$ cat config.mk
export PLATFORM = sky130hd
export DESIGN_NAME = lif_neuron_param
export DESIGN_NICKNAME = d
export VERILOG_FILES = /design/src/rtl/lif_pkg.sv /design/src/rtl/lif_current_accum.sv /design/src/rtl/lif_neuron_param.sv
export SDC_FILE = /design/constraint.sdc
export NUM_CORES = 1
export LEC_CHECK = 0
export ABC_AREA = 1
export BUFFER_PORTS_ARGS = -buffer_cell sky130_fd_sc_hd__buf_2
export CAP_MARGIN = 15
export CORE_MARGIN = 2
export CORE_UTILIZATION = 25
export DETAILED_ROUTE_END_ITERATION = 10
export SYNTH_ARGS = -nofsm -noshare
export SYNTH_HDL_FRONTEND = slang
export SYNTH_SLANG_ARGS = --single-unit
export TNS_END_PERCENT = 5
$ cat constraint.sdc
create_clock -name clk -period 11.1 [get_ports clk]
set_input_delay 1.11 -clock clk [delete_from_list [all_inputs] [get_ports clk]]
set_output_delay 1.11 -clock clk [all_outputs]
set_load 0.005 [all_outputs]
$ cat src/rtl/lif_pkg.sv
// Shared widths and saturation helpers for the parametrised LIF neuron.
package lif_pkg;

  localparam int unsigned LIF_M  = 8;
  localparam int unsigned LIF_W  = 8;
  localparam int unsigned LIF_VW = 8;
  localparam int unsigned LIF_RW = 8;

  // Clamp a signed value into the range of a signed field of the given width.
  function automatic logic signed [63:0] sat_signed(input logic signed [63:0] value,
                                                    input int unsigned         width);
    logic signed [63:0] max_v;
    logic signed [63:0] min_v;
    max_v = (64'sd1 <<< (width - 1)) - 64'sd1;
    min_v = -max_v - 64'sd1;
    if (value > max_v) begin
      return max_v;
    end else if (value < min_v) begin
      return min_v;
    end
    return value;
  endfunction

  // Clamp a signed value into [0, 2^width-1].
  function automatic logic [63:0] clamp_unsigned(input logic signed [63:0] value,
                                                 input int unsigned         width);
    logic signed [63:0] max_v;
    max_v = (64'sd1 <<< width) - 64'sd1;
    if (value < 64'sd0) begin
      return '0;
    end else if (value > max_v) begin
      return $unsigned(max_v);
    end
    return $unsigned(value);
  endfunction

endpackage

$ cat src/rtl/lif_current_accum.sv
// Stage 1 of the LIF neuron: masked signed sum of the synapse weights, saturated to the
// VW+1 bit signed current and registered on enabled cycles.
module lif_current_accum
  import lif_pkg::*;
#(
  parameter int unsigned M  = LIF_M,
  parameter int unsigned W  = LIF_W,
  parameter int unsigned VW = LIF_VW
) (
  input  logic                clk,
  input  logic                reset,
  input  logic                enable,
  input  logic [M-1:0]        input_spikes,
  input  logic [M*W-1:0]      weights,
  output logic signed [VW:0]  current_q
);

  // Wide enough that the sum of M full-scale weights can never overflow.
  localparam int unsigned SW = W + $clog2(M) + 1;

  logic signed [SW-1:0] sum;
  logic signed [VW:0]   current_d;

  // Exact signed sum of every weight whose spike bit is set, then saturate.
  always_comb begin
    sum = '0;
    for (int i = 0; i < M; i++) begin
      if (input_spikes[i]) begin
        sum = sum + SW'($signed(weights[i*W +: W]));
      end
    end
    current_d = (VW + 1)'(sat_signed(64'(sum), VW + 1));
  end

  // Current register: cleared by reset, holds while the neuron is paused.
  always_ff @(posedge clk) begin
    if (reset) begin
      current_q <= '0;
    end else if (enable) begin
      current_q <= current_d;
    end
  end

endmodule

$ cat src/rtl/lif_neuron_param.sv
// Parametrised leaky-integrate-and-fire neuron with signed weights, saturating integration,
// a zero floor on the potential and a down-counting refractory period.
// Define LIF_DEBUG_EN to expose the membrane potential on membrane_potential_out.
module lif_neuron_param
  import lif_pkg::*;
#(
  parameter int unsigned M  = LIF_M,
  parameter int unsigned W  = LIF_W,
  parameter int unsigned VW = LIF_VW,
  parameter int unsigned RW = LIF_RW
) (
  input  logic            clk,
  input  logic            reset,
  input  logic            enable,
  input  logic [M-1:0]    input_spikes,
  input  logic [M*W-1:0]  weights,
  input  logic [VW-1:0]   threshold,
  input  logic [VW-1:0]   decay,
  input  logic [RW-1:0]   refractory_period,
  output logic            spike_out
`ifdef LIF_DEBUG_EN
  ,
  output logic [VW-1:0]   membrane_potential_out
`endif
);

  logic signed [VW:0]   current_q;
  logic [VW-1:0]        v_q, v_d;
  logic [RW-1:0]        refr_q, refr_d;
  logic                 spike_q, spike_d;
  logic signed [VW+1:0] n_raw;
  logic [VW-1:0]        n_clamped;

  lif_current_accum #(
    .M  (M),
    .W  (W),
    .VW (VW)
  ) u_accum (
    .clk          (clk),
    .reset        (reset),
    .enable       (enable),
    .input_spikes (input_spikes),
    .weights      (weights),
    .current_q    (current_q)
  );

  // Candidate potential: leak applied after integration, then floored at 0 and capped.
  always_comb begin
    n_raw     = $signed({2'b00, v_q}) + (VW + 2)'(current_q) - $signed({2'b00, decay});
    n_clamped = VW'(clamp_unsigned(64'(n_raw), VW));
  end

  // Stage 2 next state: refractory countdown, fire decision and potential update.
  always_comb begin
    v_d     = v_q;
    refr_d  = refr_q;
    spike_d = 1'b0;
    if (enable) begin
      if (refr_q != '0) begin
        // Silent period: incoming current is discarded, potential pinned to 0.
        refr_d = refr_q - RW'(1);
        v_d    = '0;
      end else if (n_clamped >= threshold) begin
        spike_d = 1'b1;
        v_d     = '0;
        refr_d  = refractory_period;
      end else begin
        v_d = n_clamped;
      end
    end
  end

  // Stage 2 state registers; spike_d is 0 whenever enable is low so pulses never stretch.
  always_ff @(posedge clk) begin
    if (reset) begin
      v_q     <= '0;
      refr_q  <= '0;
      spike_q <= 1'b0;
    end else begin
      v_q     <= v_d;
      refr_q  <= refr_d;
      spike_q <= spike_d;
    end
  end

  assign spike_out = spike_q;

`ifdef LIF_DEBUG_EN
  assign membrane_potential_out = v_q;
`endif

endmodule

==> results of run 1 <==
registers in the layout, indices dropped and copies added (netlist names):
name and flops:
refr_q 8, spike_out 1, v_q 8, u_accum.current_q 9
metal layers:
metal | vias up | track usage (%)
met5 | - | 0
met4 | 4 | 1.12
met3 | 16 | 1.24
met2 | 119 | 22.1
met1 | 3047 | 17.3
li1 | 3803 | -
worst min-delay path by stage:
stage | startpoint | to | slack, ns | cells past startpoint
after floorplan | v_q[1]$_SDFFE_PP0P_ | v_q[1]$_SDFFE_PP0P_ | 0.45 | 2
after global placement | v_q[3]$_SDFFE_PP0P_ | v_q[3]$_SDFFE_PP0P_ | 0.45 | 2
after detailed placement | v_q[1]$_SDFFE_PP0P_ | v_q[1]$_SDFFE_PP0P_ | 0.46 | 2
after CTS | v_q[1]$_SDFFE_PP0P_ | v_q[1]$_SDFFE_PP0P_ | 0.47 | 2
after global routing | v_q[3]$_SDFFE_PP0P_ | v_q[3]$_SDFFE_PP0P_ | 0.49 | 2
final | v_q[3]$_SDFFE_PP0P_ | v_q[3]$_SDFFE_PP0P_ | 0.47 | 2
power groups by stage:
stage	Sequential, uW	Clock [uW]	Combinational (uW)
after CTS	135	109	1120
after global routing	138	115	1300
after detailed placement	137	0	1110
after floorplan	132	0	904
final	135	107	1120
after global placement	136	0	1100
layout by cell type, fill, tap and decap left out, types with 6 or more instances in the layout:
cell / count
o21ai_0: 58
buf_2: 99
ha_1: 94
nand4_1: 14
xnor2_1: 19
nand3_1: 101
xor2_1: 30
nand2_1: 303
a21o_1: 7
dfxtp_1: 26
inv_1: 182
o21ai_1: 7
fa_1: 15
or2_2: 13
a31oi_1: 10
a21oi_1: 102
nor3_1: 7
o21bai_1: 7
nand2_2: 7
and2_1: 7
o21ai_2: 6
nor2_1: 51
logic make-up after synthesis:
kind of cell	Yosys count	share of synthesized area, %
AOI/OAI and AO/OA	212	17.9
xor gates and xnor gates	49	6.46
adders and majority gates	109	22.2
buffers and inverters	203	11.7
DFF	26	7.83
and+or+nand+nor	518	34.0
metrics by stage:
stage / instances / hold WS (ns) / worst slack [ns]
6_report: 1536 / 0.466 / 0.960
5_1_grt: 1536 / 0.490 / 0.0270
3_5_place_dp: 1532 / 0.458 / 0.777
4_1_cts: 1536 / 0.470 / 1.02
2_1_floorplan: 1117 / 0.445 / 2.03
3_3_place_gp: 1532 / 0.454 / 0.866
worst min-delay path, stage by stage, from the launching register on:
cell     delay, ns
dfxtp_1       0.31
nand2_1       0.06
a21oi_1       0.06
cell type report:
type | count | area, sq um
sequential | 26 | 520
inverter | 184 | 691
clock buffer | 3 | 75.1
tap | 335 | 419
clock inverter | 1 | 30.0
multi-input combinational | 888 | 5350
fill | 2921 | 18500
timing repair buffer | 99 | 495
==> qor.log, run 1 <==
[critical_path] number of gates on the worst path with buffers counted 58
[critical_path] R2R depth 23
[die] initial core utilization 25.5%
[placement] HPWL Detailed 15400 um
[cts] number of H-tree branching levels 1
[die] Die Outline Area 27900 sq um
[logic_synthesis] Synthesized Nets 1325
[drt] Top Metal Used met5
[logic_synthesis] fraction of post-synthesis cell area in the top cell type by area 17.7%
[power] part of the power in combinational logic 82.2%
[cts] CTS Root Cell clkbuf_16
[logic_synthesis] most common cell in the netlist nand2_1
[logic_synthesis] YS warnings 0
[critical_path] worst setup slack for register-to-register paths 6.60 ns
[final_layout] layout-stage area growth over the synthesis result 14.1%
[cts] number of sinks driven by the clock tree 26
[sta] setup repair after global routing missed its margin false
[logic_synthesis] Main synth FF type dfxtp_1
[critical_path] critical path's largest stage delay 0.42 ns
[drt] initial drt markers 295
[critical_path] startpoint of the most critical register-to-register path u_accum.current_q[1]$_SDFFE_PP0P_
[global_route] initial antenna violation count 2
[critical_path] type of the setup path with the least slack in2reg
[drt] met3 wire len 586 um
[critical_path] critical-path maximum fanout 9
[cts] hold_buf cts 0
[logic_synthesis] number of enable flip-flop cells after synthesis 0
[power] leakage dissipation 0.00415 uW
[sta] Worst Tran Pin Value 0.539 ns
[critical_path] critical path data required time 11.24 ns
[sta] fmax 0.0986 GHz
[critical_path] total buffers and inverters traversed by the critical path 8
[drt] routed metal-1 wirelength 8810 um
[global_route] number of global-route vias before repair 6819
[power] maximum resistive drop on vdd 0.0000898 V
[sta] final max-slew violation count 0
[sta] hold violation count in the final report 0
[critical_path] family of cells with the greatest summed delay on the critical path adder cells
[logic_synthesis] cells after synthesis 1117
[power] sequential cell fraction of total power 10.0%
[die] core area 26100 sq um
[drt] drt first pass iters 5
[critical_path] end point of the critical path u_accum.current_q[7]$_SDFFE_PP0P_
[die] die width 167 um
[critical_path] category of the worst setup path launch point primary input
[final_layout] Finished Core Util 29.1%
[final_layout] Ant. Diodes 0
[sta] remaining max-slew budget at the tightest pin 63.9%
[logic_synthesis] mean post-synth cell area 5.95 sq um
[power] Power, Total 1360 uW
[placement] Port Buffer Count 99
[placement] gpl congestion 0.861
[cts] TritonCTS clock tree yes
[global_route] combined global-route utilization of all metal layers 12.6%
[power] fraction of power spent switching nets 53.6%
[critical_path] Most Frequent Cell on Critical Path nand2_1
[critical_path] Worst Path Arrival 10.28 ns
[critical_path] RR Endpoint v_q[7]$_SDFFE_PP0P_
[final_layout] fraction of final layout cells sized beyond drive strength 1 12.1%
[power] switching power total 728 uW
[die] number of placement rows 59
[cts] CTS Buffer Depth 2
[cts] clock latency of the later-clocked register in the worst-skew pair 0.26 ns
[global_route] sum of overflow across all layers after global routing 0
[logic_synthesis] cell type with the largest total area after synthesis ha_1
[cts] clock slew at reported path FFs 0.07 ns
[power] Internal Pwr Total 631 uW
[power] Pwr Density 179 nW/um^2
[cts] post-CTS setup repair buffer count 0
[drt] post-detailed-route DRC marker count 0
[hold_path] Worst Hold Class reg2reg
[cts] Inserted Clock Buffers 3
[logic_synthesis] largest cells by area after synthesis ha_1, nand2_1, inv_1, dfxtp_1, a21oi_1
[die] die outline height 167 um
[critical_path] Worst setup EP type register
[global_route] first-pass GRT wire length 30500 um
[status] status completed
[sta] final period utilization 91.3%
[job] max-capacitance violation count 0
[global_route] largest net degree at the start of global routing 18
[critical_path] worst-path cell with the longest stage delay fa_1
[sta] final critical-path required period 10.14 ns
[logic_synthesis] Yosys reg bits 26
[drt] routed wire length 17600 um
[critical_path] launching element of the worst setup path input_spikes[0]
[drt] Antenna Violating Nets Remaining 0
[logic_synthesis] commonest cells in the netlist nand2_1, inv_1, a21oi_1
[logic_synthesis] portion of the post-synthesis area used by sequential elements 7.83%
[sta] clock skew after layout 0.00370 ns
[logic_synthesis] Syn Std Cell Area 6640 sq um
[drt] Vias/cell 4.55
[drt] number of vias after detailed routing 6989
[power] share of total power in the clock network 7.9%
[cts] Resized Gates After CTS 0
[logic_synthesis] Yosys cell types 42
[drt] DR WL/cell 11.4 um
[sta] aggregate negative setup slack 0 ns
[placement] post-place instance area 7470 sq um
[final_layout] total number of nets in the final design 1410
[final_layout] post-route cell area 7580 sq um
[drt] wire length on met2 8020 um
[die] IO Pins 100
[logic_synthesis] post-synthesis async set-or-reset flop share 0%
[sta] final count of negative-setup-slack endpoints 0
Power figures use the tool's default switching activity.
==> run 2: changes to the inputs <==
- ABC_AREA: 1 -> not set
==> run 2 against run 1 <==
Combinational power up 54%. Area after synthesis down 0.58%. Via count down 3.5%. Sequential power up 4%. Hold slack better by 0.014 ns. Global-route usage up 0.50 points. Register-to-register slack worse by 1.2 ns. Critical path depth down 15. Design area up 1.9%. Wire length up 6.6%. Clock power about the same. Maximum frequency down 1.6%. Largest cell class unchanged. Largest power group unchanged.
==> qor.log, run 2 <==
[sta] Worst Tran Pin Value 0.731 ns [+0.192 ns]
[drt] number of vias after detailed routing 6743 [-3.5%]
[sta] hold violation count in the final report 0 [unchanged]
[logic_synthesis] Yosys cell types 83 [+98%]
[sta] Worst Setup Slack, final 0.795 ns [-0.165 ns]
[final_layout] fraction of final layout cells sized beyond drive strength 1 17.6% [+5.5 points]
[power] fraction of power spent switching nets 52.1% [-1.5 points]
[job] max-capacitance violation count 0 [unchanged]
[drt] DR WL/cell 14.1 um [+23%]
[power] leakage dissipation 0.00360 uW [-13%]
[sta] worst hold slack after final layout 0.480 ns [+0.0144 ns]
[sta] final count of negative-setup-slack endpoints 0 [unchanged]
[power] Internal Pwr Total 941 uW [+49%]
[placement] gpl congestion 0.882 [+2.5%]
[status] status completed
[power] sequential cell fraction of total power 7.1% [-2.9 points]
[die] number of placement rows 59 [unchanged]
[logic_synthesis] Synthesized Nets 1111 [-16%]
[final_layout] highest-count cells in the layout ignoring fill and taps buf_2, inv_1, ha_1, nor2_1, nand2_1
[global_route] sum of overflow across all layers after global routing 0 [unchanged]
[final_layout] count of placed standard cells in the final layout, fillers left out 1327 [-14%]
[logic_synthesis] Main synth FF type dfxtp_1
[cts] CTS Root Cell clkbuf_16
[critical_path] critical-path maximum fanout 7 [-2]
[critical_path] type of the setup path with the least slack in2reg
[global_route] first-pass GRT wire length 31100 um [+1.9%]
[critical_path] worst setup slack for register-to-register paths 5.39 ns [-1.21 ns]
[critical_path] family of cells with the greatest summed delay on the critical path adder cells
[power] share of total power in the clock network 5.4% [-2.5 points]
[logic_synthesis] cell type with the largest total area after synthesis ha_1
[cts] CTS Buffer Depth 2 [unchanged]
[critical_path] Worst Path Arrival 10.42 ns [+0.14 ns]
[drt] Vias/cell 5.08 [+12%]
[final_layout] Largest register FFs 9 [unchanged]
[power] maximum resistive drop on vdd 0.000101 V [+12%]
[die] IO Pins 100 [unchanged]
[die] Die Outline Area 27700 sq um [-0.57%]
[final_layout] register with the most flip-flops u_accum.current_q
[critical_path] Worst setup EP type register
[logic_synthesis] largest cells by area after synthesis ha_1, dfxtp_1, inv_1, nor2_1, o21ai_0
[critical_path] total buffers and inverters traversed by the critical path 2 [-6]
[drt] routed wire length 18700 um [+6.6%]
[global_route] number of global-route vias before repair 6430 [-5.7%]
[critical_path] critical path's largest stage delay 0.51 ns [+0.09 ns]
[critical_path] critical path data required time 11.22 ns [-0.02 ns]
[cts] clock slew at reported path FFs 0.07 ns [about the same]
[cts] number of sinks driven by the clock tree 26 [unchanged]
[drt] initial drt markers 371 [+26%]
[logic_synthesis] mean post-synth cell area 7.31 sq um [+23%]
[global_route] initial antenna violation count 2 [unchanged]
[cts] number of H-tree branching levels 1 [unchanged]
[sta] final max-slew violation count 0 [unchanged]
[global_route] combined global-route utilization of all metal layers 13.1% [+0.50 points]
[logic_synthesis] most common cell in the netlist ha_1
[logic_synthesis] cells after synthesis 903 [-19%]
[sta] fmax 0.0970 GHz [-1.6%]
[cts] TritonCTS clock tree yes
[die] die width 167 um [-0.28%]
[final_layout] layout-stage area growth over the synthesis result 16.9%
[sta] remaining max-slew budget at the tightest pin 50.7% [-13 points]
[die] core area 26000 sq um [-0.28%]
[logic_synthesis] number of enable flip-flop cells after synthesis 0 [unchanged]
[cts] Inserted Clock Buffers 3 [unchanged]
[placement] worst setup timing slack at the placement stage 0.0180 ns [-0.760 ns]
[sta] final critical-path required period 10.30 ns [+0.165 ns]
[power] switching power total 1020 uW [+41%]
[power] part of the power in combinational logic 87.4% [+5.2 points]
[hold_path] Worst Hold Class reg2reg
[placement] Port Buffer Count 99 [unchanged]
[logic_synthesis] YS warnings 0 [unchanged]
[die] initial core utilization 25.4% [-0.077 points]
[final_layout] commonest non-fill, non-tap cell in the layout buf_2
[power] Power, Total 1960 uW [+45%]
[sta] final period utilization 92.8% [+1.5 points]
[logic_synthesis] fraction of post-synthesis cell area in the top cell type by area 17.8% [+0.10 points]
[global_route] largest net degree at the start of global routing 27 [+9]
[drt] drt first pass iters 5 [unchanged]
[logic_synthesis] Yosys reg bits 26 [unchanged]
[die] die outline height 167 um [-0.28%]
[logic_synthesis] Syn Std Cell Area 6610 sq um [-0.58%]
[critical_path] category of the worst setup path launch point primary input
[sta] aggregate negative setup slack 0 ns [unchanged]
[logic_synthesis] commonest cells in the netlist ha_1, inv_1, nor2_1
[logic_synthesis] post-synthesis async set-or-reset flop share 0% [unchanged]
[sta] clock skew after layout 0.00612 ns [+0.00242 ns]
[logic_synthesis] portion of the post-synthesis area used by sequential elements 7.88% [+0.046 points]
[placement] placed instance count 1317 [-14%]
[final_layout] top flop regs u_accum.current_q (9), refr_q (8), v_q (8)
[critical_path] Most Frequent Cell on Critical Path ha_1
[cts] clock latency of the later-clocked register in the worst-skew pair 0.26 ns [about the same]
[drt] post-detailed-route DRC marker count 0 [unchanged]
[final_layout] total number of nets in the final design 1200 [-15%]
[drt] Antenna Violating Nets Remaining 0 [unchanged]
[power] Pwr Density 254 nW/um^2 [+42%]
[critical_path] worst-path cell with the longest stage delay or4_1
[placement] HPWL Detailed 15600 um [+1.3%]
## run 2: final timing paths
kind | cells past startpoint | end | start
min reg2reg | 1 | v_q[6]$_SDFFE_PP0P_ | v_q[6]$_SDFFE_PP0P_
max | 43 | u_accum.current_q[5]$_SDFFE_PP0P_ | input_spikes[0]
max reg2reg | 25 | v_q[4]$_SDFFE_PP0P_ | u_accum.current_q[1]$_SDFFE_PP0P_
min | 1 | v_q[6]$_SDFFE_PP0P_ | v_q[6]$_SDFFE_PP0P_
## run 2: per-stage QoR
step | util [%] | cell area, sq um
after floorplan | - | 6610
after global placement | 28.7 | 7460
after detailed placement | 28.7 | 7460
after CTS | 29.1 | 7570
after global routing | 29.7 | 7720
final | 29.7 | 7720
## run 2: final cells by class
type                       count  area, sq um
fill                        2875        18300
multi-input combinational    757         5750
timing repair buffer         109          571
sequential                    26          520
tap                          335          419
inverter                      95          357
clock buffer                   3         75.1
clock inverter                 1         30.0
antenna                        1         2.50
## run 2: logic make-up (layout without fill, tap and decap cells)
logic type | Yosys count | count (layout) | share of synthesized area [%]
compound gates | 294 | 294 | 30.6
mux | 29 | 29 | 5.13
simple gates | 271 | 271 | 19.9
flops | 26 | 26 | 7.88
buf+inv | 121 | 208 | 6.93
other cells | 0 | 1 | 0
fa+ha+maj | 109 | 109 | 22.4
xor+xnor | 53 | 54 | 7.26
## run 2: layer usage
metal	GRT usage (%)	up-vias	wire length [um]
li1	-	3467	-
met1	19.1	3091	9420
met2	21.6	169	8350
met3	0.856	14	696
met4	1.91	2	238
met5	0	-	11
## run 2: what timing repair did
item / in CTS / in global routing
gates resized for setup: 0 / 27
endpoints found under the setup margin: 0 / 9
setup buffers: 0 / 4
hold buffers: 0 / 0
## run 2: power by group through the flow
stage | Clock (uW) | Sequential (uW) | Combinational [uW]
2_1_floorplan | 0 | 136 | 1270
4_1_cts | 108 | 140 | 1610
6_report | 107 | 140 | 1720
3_3_place_gp | 0 | 141 | 1570
3_5_place_dp | 0 | 142 | 1590
5_1_grt | 112 | 143 | 1930
